File: src/rtl/bnn_pkg.sv
// Shared constants for the BNN activation packer: word width, bit-counter width,
// count width and output FIFO depth, plus a popcount helper.
package bnn_pkg;

  localparam int unsigned WORD_W     = 32;
  localparam int unsigned CNT_W      = 5;
  localparam int unsigned COUNT_W    = 6;
  localparam int unsigned FIFO_DEPTH = 2;

  // Number of ones in a packed activation word.
  function automatic logic [COUNT_W-1:0] popcount(input logic [WORD_W-1:0] w);
    logic [COUNT_W-1:0] sum;
    sum = '0;
    for (int i = 0; i < int'(WORD_W); i++) begin
      sum = sum + COUNT_W'(w[i]);
    end
    return sum;
  endfunction

endpackage

File: src/rtl/bnn_pack_fifo.sv
// Two-entry output FIFO for packed words. Full and empty are kept as registers so
// that the packer's in_ready never depends combinationally on the consumer.
// Head data reads as zero while empty.
module bnn_pack_fifo
  import bnn_pkg::*;
#(
  parameter int unsigned DATA_W = WORD_W + COUNT_W
) (
  input  logic              clk,
  input  logic              rst_n,
  input  logic              push,
  input  logic [DATA_W-1:0] push_data,
  input  logic              pop,
  output logic [DATA_W-1:0] pop_data,
  output logic              full,
  output logic              empty
);

  localparam int unsigned PTR_W = (FIFO_DEPTH > 1) ? $clog2(FIFO_DEPTH) : 1;

  logic [DATA_W-1:0] mem_q [FIFO_DEPTH];
  logic [PTR_W-1:0]  wr_ptr_q, wr_ptr_d;
  logic [PTR_W-1:0]  rd_ptr_q, rd_ptr_d;
  logic              full_q, full_d;
  logic              empty_q, empty_d;
  logic              do_push, do_pop;

  // Pointer and flag next-state; flag update assumes a depth of two.
  always_comb begin
    do_push  = push && !full_q;
    do_pop   = pop && !empty_q;
    wr_ptr_d = wr_ptr_q;
    rd_ptr_d = rd_ptr_q;
    full_d   = full_q;
    empty_d  = empty_q;
    if (do_push) begin
      wr_ptr_d = (wr_ptr_q == PTR_W'(FIFO_DEPTH - 1)) ? '0 : wr_ptr_q + 1'b1;
    end
    if (do_pop) begin
      rd_ptr_d = (rd_ptr_q == PTR_W'(FIFO_DEPTH - 1)) ? '0 : rd_ptr_q + 1'b1;
    end
    unique case ({do_push, do_pop})
      2'b10: begin
        empty_d = 1'b0;
        full_d  = !empty_q;  // one entry held before the push
      end
      2'b01: begin
        full_d  = 1'b0;
        empty_d = !full_q;   // one entry held before the pop
      end
      default: ;             // idle, or push+pop keeps occupancy
    endcase
  end

  // Pointer and flag registers.
  always_ff @(posedge clk or posedge rst_n) begin
    if (rst_n) begin
      wr_ptr_q <= '0;
      rd_ptr_q <= '0;
      full_q   <= 1'b0;
      empty_q  <= 1'b1;
    end else begin
      wr_ptr_q <= wr_ptr_d;
      rd_ptr_q <= rd_ptr_d;
      full_q   <= full_d;
      empty_q  <= empty_d;
    end
  end

  // Entry storage; cleared in reset so nothing from before reset survives.
  always_ff @(posedge clk or posedge rst_n) begin
    if (rst_n) begin
      for (int i = 0; i < int'(FIFO_DEPTH); i++) begin
        mem_q[i] <= '0;
      end
    end else if (do_push) begin
      mem_q[wr_ptr_q] <= push_data;
    end
  end

  // Head and status outputs.
  always_comb begin
    pop_data = empty_q ? '0 : mem_q[rd_ptr_q];
    full     = full_q;
    empty    = empty_q;
  end

endmodule

File: src/rtl/bnn_act_packer.sv
// Packs a stream of sign-activation bits LSB-first into 32-bit words. A word
// closes after 32 bits or on an accepted in_last, and is queued in a two-entry
// FIFO for the consumer. Optional popcount output: define BNN_PACK_POPCNT_EN.
module bnn_act_packer #(
  parameter int unsigned WORD_W = bnn_pkg::WORD_W
) (
  input  logic                        clk,
  input  logic                        rst_n,
  input  logic                        in_valid,
  input  logic                        in_bit,
  input  logic                        in_last,
  output logic                        in_ready,
  output logic                        out_valid,
  input  logic                        out_ready,
  output logic [WORD_W-1:0]           out_data,
  output logic [bnn_pkg::COUNT_W-1:0] out_count
`ifdef BNN_PACK_POPCNT_EN
  ,
  output logic [bnn_pkg::COUNT_W-1:0] out_popcnt
`endif
);

  import bnn_pkg::*;

`ifdef BNN_PACK_POPCNT_EN
  localparam int unsigned ENTRY_W = WORD_W + 2 * COUNT_W;
`else
  localparam int unsigned ENTRY_W = WORD_W + COUNT_W;
`endif

  logic [WORD_W-1:0]  asm_q, asm_d;
  logic [CNT_W-1:0]   cnt_q, cnt_d;
  logic [WORD_W-1:0]  word_nxt;
  logic [WORD_W-1:0]  keep_mask;
  logic [WORD_W-1:0]  push_word;
  logic [COUNT_W-1:0] push_count;
  logic               accept;
  logic               complete;
  logic               fifo_full;
  logic               fifo_empty;
  logic [ENTRY_W-1:0] push_entry;
  logic [ENTRY_W-1:0] head_entry;

  // Assembly next-state: insert the accepted bit and decide whether the word closes.
  always_comb begin
    accept     = in_valid && in_ready;
    word_nxt   = asm_q;
    word_nxt[cnt_q] = in_bit;
    complete   = accept && (in_last || (cnt_q == CNT_W'(WORD_W - 1)));
    push_count = COUNT_W'(cnt_q) + COUNT_W'(1);
    // Shift by 32 yields zero, so a full word keeps every bit.
    keep_mask  = ~({WORD_W{1'b1}} << push_count);
    push_word  = word_nxt & keep_mask;
    asm_d      = asm_q;
    cnt_d      = cnt_q;
    if (accept) begin
      if (complete) begin
        asm_d = '0;
        cnt_d = '0;
      end else begin
        asm_d = word_nxt;
        cnt_d = cnt_q + 1'b1;
      end
    end
  end

  // Assembly register and bit counter.
  always_ff @(posedge clk or posedge rst_n) begin
    if (rst_n) begin
      asm_q <= '0;
      cnt_q <= '0;
    end else begin
      asm_q <= asm_d;
      cnt_q <= cnt_d;
    end
  end

  // FIFO entry layout: {popcount (optional), count, word}.
  always_comb begin
`ifdef BNN_PACK_POPCNT_EN
    push_entry = {popcount(push_word), push_count, push_word};
`else
    push_entry = {push_count, push_word};
`endif
  end

  bnn_pack_fifo #(
    .DATA_W (ENTRY_W)
  ) u_fifo (
    .clk       (clk),
    .rst_n     (rst_n),
    .push      (complete),
    .push_data (push_entry),
    .pop       (out_ready),
    .pop_data  (head_entry),
    .full      (fifo_full),
    .empty     (fifo_empty)
  );

  // Handshake and head outputs, all from registered FIFO state.
  always_comb begin
    in_ready  = !fifo_full;
    out_valid = !fifo_empty;
`ifdef BNN_PACK_POPCNT_EN
    {out_popcnt, out_count, out_data} = head_entry;
`else
    {out_count, out_data} = head_entry;
`endif
  end

endmodule
File: config.mk
export PLATFORM = sky130hd
export DESIGN_NAME = bnn_act_packer
export DESIGN_NICKNAME = d
export VERILOG_FILES = /design/src/rtl/bnn_pkg.sv /design/src/rtl/bnn_pack_fifo.sv /design/src/rtl/bnn_act_packer.sv
export SDC_FILE = /design/constraint.sdc
export NUM_CORES = 1
export LEC_CHECK = 0
export ABC_AREA = 1
export CORE_AREA = 2 2 110 112
export CTS_CLUSTER_DIAMETER = 120
export DETAILED_ROUTE_END_ITERATION = 6
export DIE_AREA = 0 0 112 114
export PLACE_DENSITY = 0.81
export RECOVER_POWER = 50
export SYNTH_ARGS = -nofsm -noshare
export SYNTH_HDL_FRONTEND = slang
export SYNTH_SLANG_ARGS = --single-unit
File: constraint.sdc
create_clock -name clk -period 7 [get_ports clk]
set_clock_uncertainty 0.05 [all_clocks]
set_input_delay 1.05 -clock clk [delete_from_list [all_inputs] [get_ports clk]]
set_output_delay 1.05 -clock clk [all_outputs]
set_load 0.005 [all_outputs]
# After elaboration in Yosys (flattened, before gate mapping)
# Index checks and enable logic that the tools add are counted.
[totals]
output_inout_bits = 40
regBits = 117
[classes]
n_lt_le_gt_ge = 5
muxes = 16
n_addsub = 4
shift = 1
n_eq_ne = 3
bitwise_logic = 4
reduce_logical = 10
[op_table]
columns = ["cell", "count"]
rows = [
  ["38-bit two-way mux", 5],
  ["76-bit bitwise mux", 1],
  ["38-bit demux with 1-bit select", 1],
  ["32-bit AND", 1],
  ["32-bit bitwise mux", 1],
  ["32-bit two-way mux", 1],
  ["32-bit NOT", 1],
  ["32-bit by 6-bit << shifter with 32-bit output, first input constant", 1],
  ["5-bit by 1-bit adder with 6-bit output, second input constant", 1],
  ["1-bit logical AND", 6],
  ["5-bit by 6-bit less-than comparator with 1-bit output, second input constant", 1],
  ["5-bit by 1-bit adder with 5-bit output, second input constant", 1],
  ["1-bit demux with 5-bit select", 1],
  ["5-bit == test, second input constant", 1],
  ["5-bit by 1-bit >= comparator with 1-bit output, second input constant", 1],
  ["5-bit two-way mux", 1],
  ["2-bit >= comparator, second input constant", 2],
  ["1-bit NOT with 2-bit output", 2],
  ["1-bit case mux with 2 select lines", 2],
  ["1-bit two-way mux", 3],
  ["1-bit adder, second input constant", 2],
  ["2-bit by 1-bit == test with 1-bit output, second input constant", 1],
  ["2-bit == test, second input constant", 1],
  ["1-bit zero test", 2],
  ["3 further kinds", 3],
]

# Depth between registers and ports, before layout
# Gate-level depths: netlist of the first run.
[logic_depth]
depth_word = 7
mapped_depth = 12

# Cells and area by module
# A second synthesis of the first run with hierarchy kept.
[unflattened]
hier_cells = 942
area_unflattened_um2 = 6665.1
[modules_own_cells]
columns = ["module", "area_per_inst_um2", "cells_per_inst", "n_inst", "seq_area_each_um2"]
rows = [
  ["bnn_pack_fifo", 3847.4, 487, 1, 2003.2],
  ["bnn_act_packer", 2817.7, 455, 1, 925.9],
]

# Worst setup path before layout of the first run
# OpenSTA, ideal clock, no wires.
[synth_path]
kind = "reg2out"
startpoint = "reg u_fifo.rd_ptr_q"
endpoint = "out out_data[14]"
required_time_ps = 5900
stages_incl_launch_ff = 6
setup_slack_ps = 4820
arrival_ps = 1080
path_cell_list = "dfrtp_1 inv_1 buf_2 clkbuf_1 nor2_1 nor2_1"
[synth_between]
elab_chain_len = 5
[synth_lines]
columns = ["item", "line_no", "text"]
rows = [
  ["start: declaration", "bnn_pack_fifo.sv:23", "logic [PTR_W-1:0] rd_ptr_q, rd_ptr_d;"],
  ["start signal: assignment", "bnn_pack_fifo.sv:64", "rd_ptr_q <= rd_ptr_d;"],
  ["1-bit NOT with 2-bit output (not written as such)", "bnn_pack_fifo.sv:83", "pop_data = empty_q ? '0 : mem_q[rd_ptr_q];"],
  ["38-bit two-way mux (not written as such) (3 in series)", "bnn_pack_fifo.sv:83", ""],
  ["38-bit two-way mux", "bnn_pack_fifo.sv:83", ""],
  ["end: declaration", "bnn_act_packer.sv:15", "output logic [WORD_W-1:0] out_data,"],
]
# No other way between the ends. The select of a mux whose other input is x is not followed.

# Worst setup path in the final report of the first run
[layout_path]
startpoint = "in in_valid"
endpoint = "reg u_fifo.mem_q[35] (netlist name)"
[layout_between]
elab_chain_len = 3
[layout_lines]
columns = ["item", "line_no", "text"]
rows = [
  ["start: declaration", "bnn_act_packer.sv:9", "input logic in_valid,"],
  ["1-bit logical AND", "bnn_act_packer.sv:46", "accept = in_valid && in_ready;"],
  ["1-bit logical AND", "bnn_act_packer.sv:49", "complete = accept && (in_last || (cnt_q == CNT_W'(WORD_W - 1)));"],
  ["1-bit logical AND", "bnn_pack_fifo.sv:30", "do_push = push && !full_q;"],
  ["end signal: indexed assignment", "bnn_pack_fifo.sv:77", "mem_q[wr_ptr_q] <= push_data;"],
  ["end: declaration", "bnn_pack_fifo.sv:21", "logic [DATA_W-1:0] mem_q [FIFO_DEPTH];"],
]
# No other way between the ends.
# A chain may end at the register's enable or synchronous reset.

==> results of run 1 <==
-- metrics by stage --
step	util (%)	hold slack (ns)
final	60.7	0.423
after CTS	60.8	0.425
after global routing	60.7	0.448
after global placement	56.3	0.407
after detailed placement	56.3	0.411
after floorplan	-	0.394
-- power groups by stage --
stage,Clock (W),Combinational (W),Sequential [W]
global route,0.000824,0.00106,0.000852
detailed placement,0,0.000946,0.000851
floorplan,0,0.000581,0.000809
global placement,0,0.000931,0.000849
CTS,0.000792,0.000954,0.000841
finish,0.000785,0.000949,0.000841
-- critical path, cell delays in order --
cell and delay (ns):
dlygate4sd3_1 0.52, inv_1 0.21, nor2_1 1.15, o21ai_0 0.68
nor2_4 0.74, inv_2 0.49, nand2_1 0.16, o21ai_0 0.10
-- how the worst max path moves through the flow --
| stage | cells past startpoint | slack (ns) | startpoint | end |
|---|---|---|---|---|
| 2_1_floorplan | 1 | 2.80 | rst_n | asm_q[0] |
| 3_3_place_gp | 8 | 3.28 | in_valid | u_fifo.mem_q[34] |
| 3_5_place_dp | 7 | 3.15 | in_valid | u_fifo.mem_q[72] |
| 4_1_cts | 5 | 3.14 | u_fifo.rd_ptr_q | out_data[10] |
| 5_1_grt | 7 | 1.73 | in_valid | u_fifo.mem_q[72] |
| 6_report | 8 | 2.10 | in_valid | u_fifo.mem_q[35] |
-- cell families after synthesis --
| logic type | Yosys count | share of synthesized area (%) |
|---|---|---|
| fa+ha+maj | 8 | 1.60 |
| xor+xnor | 1 | 0.140 |
| simple gates | 481 | 33.5 |
| buf+inv | 102 | 7.86 |
| flops | 117 | 46.9 |
| compound gates | 118 | 10.0 |
-- placed cells by master, fill, tap and decap left out --
cell and n:
a21oi_1 1, a21oi_4 1, buf_4 2, clkbuf_1 1
clkbuf_16 17, clkbuf_8 6, clkdlybuf4s50_1 41, clkinv_1 1
clkinv_2 3, clkinvlp_2 1, clkinvlp_4 1, dfrtp_1 116
dfstp_1 1, dlygate4sd3_1 4, ha_1 8, inv_1 43
inv_2 4, nand2_1 269, nand2_2 1, nand2_4 4
nand3_1 75, nand3_2 1, nand4_1 30, nor2_1 88
nor2_2 6, nor2_4 7, o21ai_0 87, o21ai_1 16
o21ai_2 1, o22ai_1 11, o31ai_1 1, xor2_1 1
-- state kept, by name, indices dropped and copies added (netlist names) --
signal           count
asm_q               32
u_fifo.rd_ptr_q      1
u_fifo.full          1
u_fifo.mem_q        76
u_fifo.empty         1
cnt_q                5
u_fifo.wr_ptr_q      1
-- metal layers --
metal,part of all wire [%],wire (um)
met5,0,0
met2,46,7450
met1,45,7260
met4,2.1,340
met3,7.1,1140
-- layout make-up --
type / count / area (um2) / area share (%)
timing repair buffer: 47 / 465 / 6.55
sequential: 117 / 2930 / 41.2
inverter: 49 / 185 / 2.60
multi-input combinational: 608 / 2810 / 39.5
clock inverter: 4 / 22.5 / 0.317
tap: 147 / 184 / 2.59
clock buffer: 24 / 512 / 7.20
==> metrics, run 1 <==
initial antenna violation count=0; gr usage total=26.9%; CTS Root Cell=clkbuf_16; Fillers=1,060; routed via count=5,707; total CTS buffers=17; DP Area=6590 um2; IO Port Bufs=45; met2 GRT Util=40.7%; Final ANT Viol Nets=0; 1st-iter DRT viols=546; number of synthesized flops with an enable pin=0; Commonest cells post-synth=269 x nand2_1, 116 x dfrtp_1, 87 x nor2_1, 86 x o21ai_0, 75 x nand3_1; Max transition margin=-105%; Cells after Synth=827; Yosys Warn Count=0; final net count=854; HPWL Detailed=10.7 mm; Setup-failing EPs final=0; Sequential Power Share=32.7%; Overflow after GRT=0; area share of the largest cell type after synthesis=46.5%; pre-CTS WS=3.15 ns; Comb pwr share=36.8%; clock sinks=117; GR Util met1=37.6%; worst path arrival time=5.12 ns; Setup Crit Path Kind=in2reg; power per cell area=362 nW/um2; CTS resizes=0; unrepaired setup endpoints after global routing=false; Post-synth ARST share=100%; Total Neg Setup Slack=0 ns; Worst Hold Class=reg2reg; Placer Congestion=0.877; Worst EP required=7.22 ns; number of failing hold endpoints at the final stage=0; GR Layer Usage met3=7.44%; Syn Nets=841; GR peak layer=met2; post-placement cell count=968; Rows=40; worst setup margin=2.10 ns; Synth Cell Area=6240 um2; # diodes=0; CTS tree=yes; FF-to-FF Start=u_fifo.full; DRC violation count after routing=0; vias in the first global route=5,440; Vias/cell=5.73; reg2reg path depth=6; CTS max path bufs=2; clk slew on worst S/H paths=0.05 ns; failing checks=capacitance limit, slew limit; # hold bufs at CTS=0; HP Start=u_fifo.mem_q[57]; total core area=11,700 um2; top cells by area, synth=dfrtp_1 47%, nand2_1 16%, o21ai_0 6.9%; Reg2Reg Capture Point=u_fifo.mem_q[35]; P_leak=3.70 nW; overall power=0.00258 W; fin cells=996; VDD IR-drop max=0.000238 V; Hold Path Stages=2; die width=112 um; Worst Hold Endpoint=u_fifo.mem_q[57]; Setup Fix Bufs, Post-CTS=0; NetSw=0.000916 W; Die Height=114 um; internal power=0.00166 W; first-pass GRT wire length=26.9 mm; Tmin final=4.90 ns; Clock power frac=30.5%; Reg2Reg Setup Slack=2.86 ns; post-synthesis sequential area ratio=46.9%; Starting Density=53.3%; Max-Cap Viols=1; Sw Ratio=35.6%; Cell variety after synth=28; status=finished, violations left; Yosys reg bits=117; final cycle utilization of the critical path=70.0%; area leader, netlist=dfrtp_1; fmax=0.204 GHz; # IOs=46; finished layout cell area=7110 um2; crit end category=flip-flop; H-Tree Depth=4; Layout area overhead=13.9%; share of cells above drive strength 1=6.48%; largest net degree at the start of global routing=73; DRT Wirelength=16.2 mm; die footprint=12,800 um2; Avg Inst Size Synth=7.55 um2; router iterations before antenna repair=5; Critical Path Start Type=input port; Slew Limit Fails=73; count leader, synth=nand2_1; worst-margin pin slew=3.06 ns; dominant synthesized flop cell=dfrtp_1; worst-path fanout max=44; routed len/inst=16.3 um; clk_lat worst skew=0.42 ns
(Power assumes the default switching activity.)
==> inputs of run 2 (changes only) <==
- CORE_AREA: 2 2 110 112 -> 2 2 112 114
- DIE_AREA: 0 0 112 114 -> 0 0 114 116
- PLACE_DENSITY: 0.81 -> 0.82
- clock period: 7 -> 4.5 ns (I/O delays scaled with it)
==> run 2 against run 1 <==
  * The run still ends with capacitance limit, slew limit left
  * Final cell count grew 0.90%
  * Power up 64%
  * Combinational power increased by 57%
  * Highest routed layer unchanged
  * First-iteration DRC count rose by 11%
  * Design area grew 1.7%
  * Register-to-register slack got worse by 2.1 ns
  * Critical path depth up 2
==> metrics, run 2 (same netlist as run 1, synthesis figures left out) <==
# diodes=0 (unchanged); final cycle utilization of the critical path=82.1%; Top Registers=u_fifo.mem_q: 76 flops, asm_q: 32 flops, cnt_q: 5 flops; Die Height=116 um (+1.8%); share of cells above drive strength 1=7.46% (+0.98 points); crit end category=flip-flop; H-Tree Depth=4 (unchanged); Placer Congestion=0.924 (+5.4%); commonest non-fill, non-tap cells in the layout=269 x nand2_1, 116 x dfrtp_1, 87 x o21ai_0, 87 x nor2_1, 75 x nand3_1; Rows=40 (unchanged); Layout area overhead=15.8%; unrepaired setup endpoints after global routing=false; Biggest register=u_fifo.mem_q; max reg flops=76 (unchanged); die footprint=13,200 um2 (+3.6%); VDD IR-drop max=0.000282 V (+18%); worst-margin pin slew=2.42 ns (-0.646 ns); IO Port Bufs=45 (unchanged); Critical Path, Cell by Cell=ha_1, clkbuf_1, inv_1, nor2_1, ha_1, o21ai_0, nor2_4, buf_4, inv_2, o21ai_0; HPWL Detailed=10.8 mm (+0.32%); Final ANT Viol Nets=0 (unchanged); total core area=11,900 um2 (+1.7%); Overflow after GRT=0 (unchanged); final net count=859 (+0.59%); routed via count=5,744 (+0.65%); Worst EP required=4.72 ns (-2.50 ns); fmax=0.271 GHz; failing checks=capacitance limit, slew limit; largest net degree at the start of global routing=56 (-23%); gr usage total=26.6% (-0.33 points); clock sinks=117 (unchanged); vias in the first global route=5,403 (-0.68%); 1st-iter DRT viols=608 (+11%); post-placement cell count=973 (+0.52%); Worst Path Buf+Inv=4 (+1); Starting Density=52.4% (-0.90 points); CTS Root Cell=clkbuf_16; Worst Hold Class=reg2reg; Slowest cell on crit path=o21ai_0; power per cell area=583 nW/um2 (+61%); router iterations before antenna repair=5 (unchanged); Max-Cap Viols=1 (unchanged); worst path arrival time=3.91 ns (-1.21 ns); # hold bufs at CTS=0 (unchanged); Setup Fix Bufs, Post-CTS=0 (unchanged); Tmin final=3.69 ns; Critical Path Start Type=flip-flop; routed len/inst=16.3 um (about the same); worst-path fanout max=47 (+6.8%); number of failing hold endpoints at the final stage=0 (unchanged); # IOs=46 (unchanged); commonest non-fill, non-tap cell in the layout=nand2_1; DRT Wirelength=16.3 mm (+0.94%); initial antenna violation count=0 (unchanged); P_leak=3.76 nW (+1.7%); CTS resizes=0 (unchanged); WHS=0.422 ns (-0.000619 ns); Setup-failing EPs final=0 (unchanged); Crit path max-delay family=buffers and inverters; Slew Limit Fails=56 (-23%); Max transition margin=-62.1% (+43 points); Vias/cell=5.72 (-0.25%); DRC violation count after routing=0 (unchanged); CTS tree=yes; total CTS buffers=17 (unchanged); clk slew on worst S/H paths=0.05 ns (about the same); status=finished, violations left; Total Neg Setup Slack=0 ns (unchanged); clk_lat worst skew=0.41 ns (about the same); Setup Crit Path Kind=reg2reg; fin cells=1,005 (+0.90%); CTS max path bufs=2 (unchanged); CP max stage delay=0.81 ns (-0.34 ns); die width=114 um (+1.8%); first-pass GRT wire length=27.3 mm (+1.3%)
[run 2: changes by cell type in the layout (fill, tap and decap cells not counted), sizes merged]
cell,change
bufinv,+4
clkinv,+4
buf,+2
clkdlybuf4s50,+1
clkinvlp,-1
dlygate4sd3,-1
[run 2: worst register-to-register path, cell delays in order (launching register included)]
cell	delay, ns
dfrtp_1	0.54
ha_1	0.30
clkbuf_1	0.27
inv_1	0.22
nor2_1	0.07
ha_1	0.19
o21ai_0	0.81
nor2_4	0.01
buf_4	0.27
inv_2	0.61
o21ai_0	0.20
[run 2: per-layer routing]
metal  vias up  part of all wire [%]  track usage (%)
li1       2722                     -                -
met1      2770                    43             36.1
met2       223                    48             42.2
met3        29                   7.8             6.33
met4         0                   1.6             9.35
met5         -                     0                0
[run 2: layout make-up]
type                    count  area (um2)
repair buffers             52         494
well taps                 147         184
inverters                  49         185
multi-input cells         608        2820
clock buffers              21         460
flip-flops and latches    117        2930
fillers                  1056        4680
clock inverters            11         155
[run 2: metrics by stage]
step / area (um2) / total power (W) / worst slack, ns / util [%]
6_report: 7230 / 0.00421 / 0.806 / 60.7
5_1_grt: 7230 / 0.00446 / 0.534 / 60.7
4_1_cts: 7240 / 0.00423 / 1.17 / 60.8
3_5_place_dp: 6630 / 0.00281 / 1.28 / 55.6
3_3_place_gp: 6630 / 0.00279 / 1.33 / 55.6
2_1_floorplan: 6240 / 0.00216 / 0.676 / -
[run 2: path summary, 6_finish.rpt]
kind                            slack (ns)              from  depth (start not counted)               end
worst max register to register        0.81          cnt_q[0]                         10  u_fifo.mem_q[69]
min in group asynchronous             1.32             rst_n                          2   u_fifo.rd_ptr_q
worst max-delay path                  0.81          cnt_q[0]                         10  u_fifo.mem_q[69]
max in group asynchronous             1.40             rst_n                          3  u_fifo.mem_q[24]
worst min register to register        0.42  u_fifo.mem_q[39]                          2  u_fifo.mem_q[39]
worst min-delay path                  0.42  u_fifo.mem_q[39]                          2  u_fifo.mem_q[39]
[run 2: where the power goes]
part | switching, W | leakage, nW | internal (W) | total [W]
Clock | 0.000465 | 0.310 | 0.000947 | 0.00141
Sequential | 0.000124 | 1.61 | 0.00118 | 0.00131
Combinational | 0.000865 | 1.84 | 0.000628 | 0.00149
Total | 0.00145 | 3.76 | 0.00276 | 0.00421
==> inputs of run 3 (changes only) <==
- clock period: 4.5 -> 3.2 ns (I/O delays scaled with it)
==> run 3 against run 2 <==
  * The run now ends clean
  * Global-route usage rose by 0.42 points
  * Worst setup slack worse by 0.42 ns
  * Via count up 1.2%
  * Combinational power up 48%
  * Die area unchanged
  * Critical path depth unchanged
==> metrics, run 3 (same netlist as run 1, synthesis figures left out) <==
gr usage total=27.0% (+0.42 points); DRT Wirelength=16.7 mm (+1.9%); Overflow after GRT=0 (unchanged); share of cells above drive strength 1=8.66% (+1.2 points); VDD IR-drop max=0.000425 V (+51%); CP Launch Point=cnt_q[0]; Die Height=116 um (unchanged); status=completed; router iterations before antenna repair=6 (+1); Comb pwr share=36.8% (+1.4 points); final cycle utilization of the critical path=88.0% (+5.9 points); number of failing hold endpoints at the final stage=0 (unchanged); # diodes=0 (unchanged); Biggest register=u_fifo.mem_q; Worst Hold Class=reg2reg; Worst EP required=3.43 ns (-1.29 ns); Final ANT Viol Nets=0 (unchanged); vias in the first global route=5,365 (-0.70%); # IOs=46 (unchanged); total CTS buffers=17 (unchanged); clock sinks=117 (unchanged); HPWL Detailed=10.9 mm (+1.1%); routed via count=5,812 (+1.2%); Sequential Power Share=30.3% (-0.7 points); most frequent CP cell=ha_1; Crit path max-delay family=simple AND/OR/NAND/NOR gates; P_leak=3.81 nW (+1.2%); WHS=0.422 ns (-0.0000290 ns); Starting Density=52.4% (unchanged); Reg2Reg Setup Slack=0.38 ns (-0.42 ns); Fillers=1,008 (-4.5%); CP max stage delay=0.61 ns (-0.20 ns); Slew Limit Fails=0 (-100%); CTS tree=yes; unrepaired setup endpoints after global routing=false; clk slew on worst S/H paths=0.05 ns (about the same); Max transition margin=12.3% (+74 points); commonest non-fill, non-tap cells in the layout=269 x nand2_1, 116 x dfrtp_1, 87 x nor2_1, 86 x o21ai_0, 75 x nand3_1; Clock power frac=33.0% (-0.5 points); # hold bufs at CTS=0 (unchanged); Setup Fix Bufs, Post-CTS=0 (unchanged); die width=114 um (unchanged); Total Neg Setup Slack=0 ns (unchanged); clk_lat worst skew=0.42 ns (about the same); worst-margin pin slew=1.31 ns (-1.11 ns); internal power=0.00393 W (+42%); Placer Congestion=0.935 (+1.2%); max reg flops=76 (unchanged); CTS resizes=0 (unchanged); die footprint=13,200 um2 (unchanged); initial antenna violation count=0 (unchanged); worst path arrival time=3.04 ns (-0.87 ns); DRC violation count after routing=0 (unchanged); Critical Path Start Type=flip-flop; 1st-iter DRT viols=887 (+46%); Max-Cap Viols=0 (-1); fmax=0.355 GHz (+31%); Reg2Reg Capture Point=u_fifo.mem_q[70]; worst setup margin=0.383 ns (-0.422 ns); Setup Crit Path Kind=reg2reg; first-pass GRT wire length=27.7 mm (+1.6%); Levels on crit path=10 (unchanged); final net count=869 (+1.2%); Worst Path Buf+Inv=3 (-1); power per cell area=821 nW/um2 (+41%); pre-CTS WS=0.426 ns (-0.853 ns); Layout area overhead=17.3%; crit end category=flip-flop; reg2reg path depth=10 (unchanged); total core area=11,900 um2 (unchanged); Slowest cell on crit path=dfrtp_1; Sw Ratio=34.7% (+0.12 points); IO Port Bufs=45 (unchanged); CTS Root Cell=clkbuf_16; largest net degree at the start of global routing=45 (-20%); worst-path fanout max=36 (-23%); Tmin final=2.82 ns (-0.878 ns); Critical Path, Cell by Cell=ha_1, inv_1, nor2_1, ha_1, o21ai_2, nor2_4, inv_2, buf_12, nand2_1, o21ai_0; Top Registers=u_fifo.mem_q: 76 flops, asm_q: 32 flops, cnt_q: 5 flops; Setup-failing EPs final=0 (unchanged); fin util=61.5% (+0.80 points); Worst Setup EP=u_fifo.mem_q[70]; commonest non-fill, non-tap cell in the layout=nand2_1; Rows=40 (unchanged); H-Tree Depth=4 (unchanged); CTS max path bufs=2 (unchanged); NetSw=0.00208 W (+43%); routed len/inst=16.4 um (+1.1%); Vias/cell=5.74 (+0.38%); FF-to-FF Start=cnt_q[0]
-- run 3: changes by cell type in the layout (fill, tap and decap cells not counted), sizes merged --
cell           previous run  this run
clkbuf                   24        25
buf                       4        12
clkinvlp                  1         3
dlygate4sd3               3         2
clkdlybuf4s50            42        43
clkinv                    8         5
-- run 3: layout make-up --
class	count	area, um2	share of cell area (%)
Clock buffer	20	457	6.24
Clock inverter	10	155	2.12
Tap cell	147	184	2.51
Timing Repair Buffer	62	589	8.05
Sequential cell	117	2930	40.0
Inverter	49	185	2.53
Multi-Input combinational cell	608	2820	38.6
-- run 3: worst min-delay path: cells and delay by family, from the launching register on --
family           cells  cell delay (ns)
DFF                  1             0.34
and+or+nand+nor      2             0.10
-- run 3: metal layers --
metal | vias to the layer above | track usage [%] | part of all wire [%]
met1 | 2765 | 38.6 | 44
met3 | 25 | 6.64 | 8.3
met5 | - | 0 | 0
li1 | 2753 | - | -
met2 | 269 | 41.2 | 46
met4 | 0 | 7.89 | 1.7
-- run 3: power groups by stage --
stage               Combinational, W  Clock [W]  Sequential, W
floorplan                    0.00127          0        0.00177
global placement             0.00216          0        0.00183
detailed placement           0.00219          0        0.00184
CTS                          0.00221    0.00199        0.00181
global route                 0.00243    0.00207        0.00184
finish                       0.00221    0.00198        0.00182
-- run 3: per-stage QoR --
step,cell area (um2),instances,power (W)
2_1_floorplan,6250,827,0.00304
3_3_place_gp,6740,983,0.00399
3_5_place_dp,6740,983,0.00403
4_1_cts,7350,1013,0.00602
5_1_grt,7320,1013,0.00634
6_report,7320,1013,0.00601
-- run 3: worst min-delay path by stage --
stage	startpoint	endpoint	slack, ns	cells past startpoint
2_1_floorplan	u_fifo.mem_q[61]	u_fifo.mem_q[61]	0.39	2
3_3_place_gp	u_fifo.mem_q[44]	u_fifo.mem_q[44]	0.41	2
3_5_place_dp	u_fifo.mem_q[66]	u_fifo.mem_q[66]	0.41	2
4_1_cts	u_fifo.mem_q[66]	u_fifo.mem_q[66]	0.43	2
5_1_grt	u_fifo.mem_q[64]	u_fifo.mem_q[64]	0.44	2
6_report	u_fifo.mem_q[66]	u_fifo.mem_q[66]	0.42	2
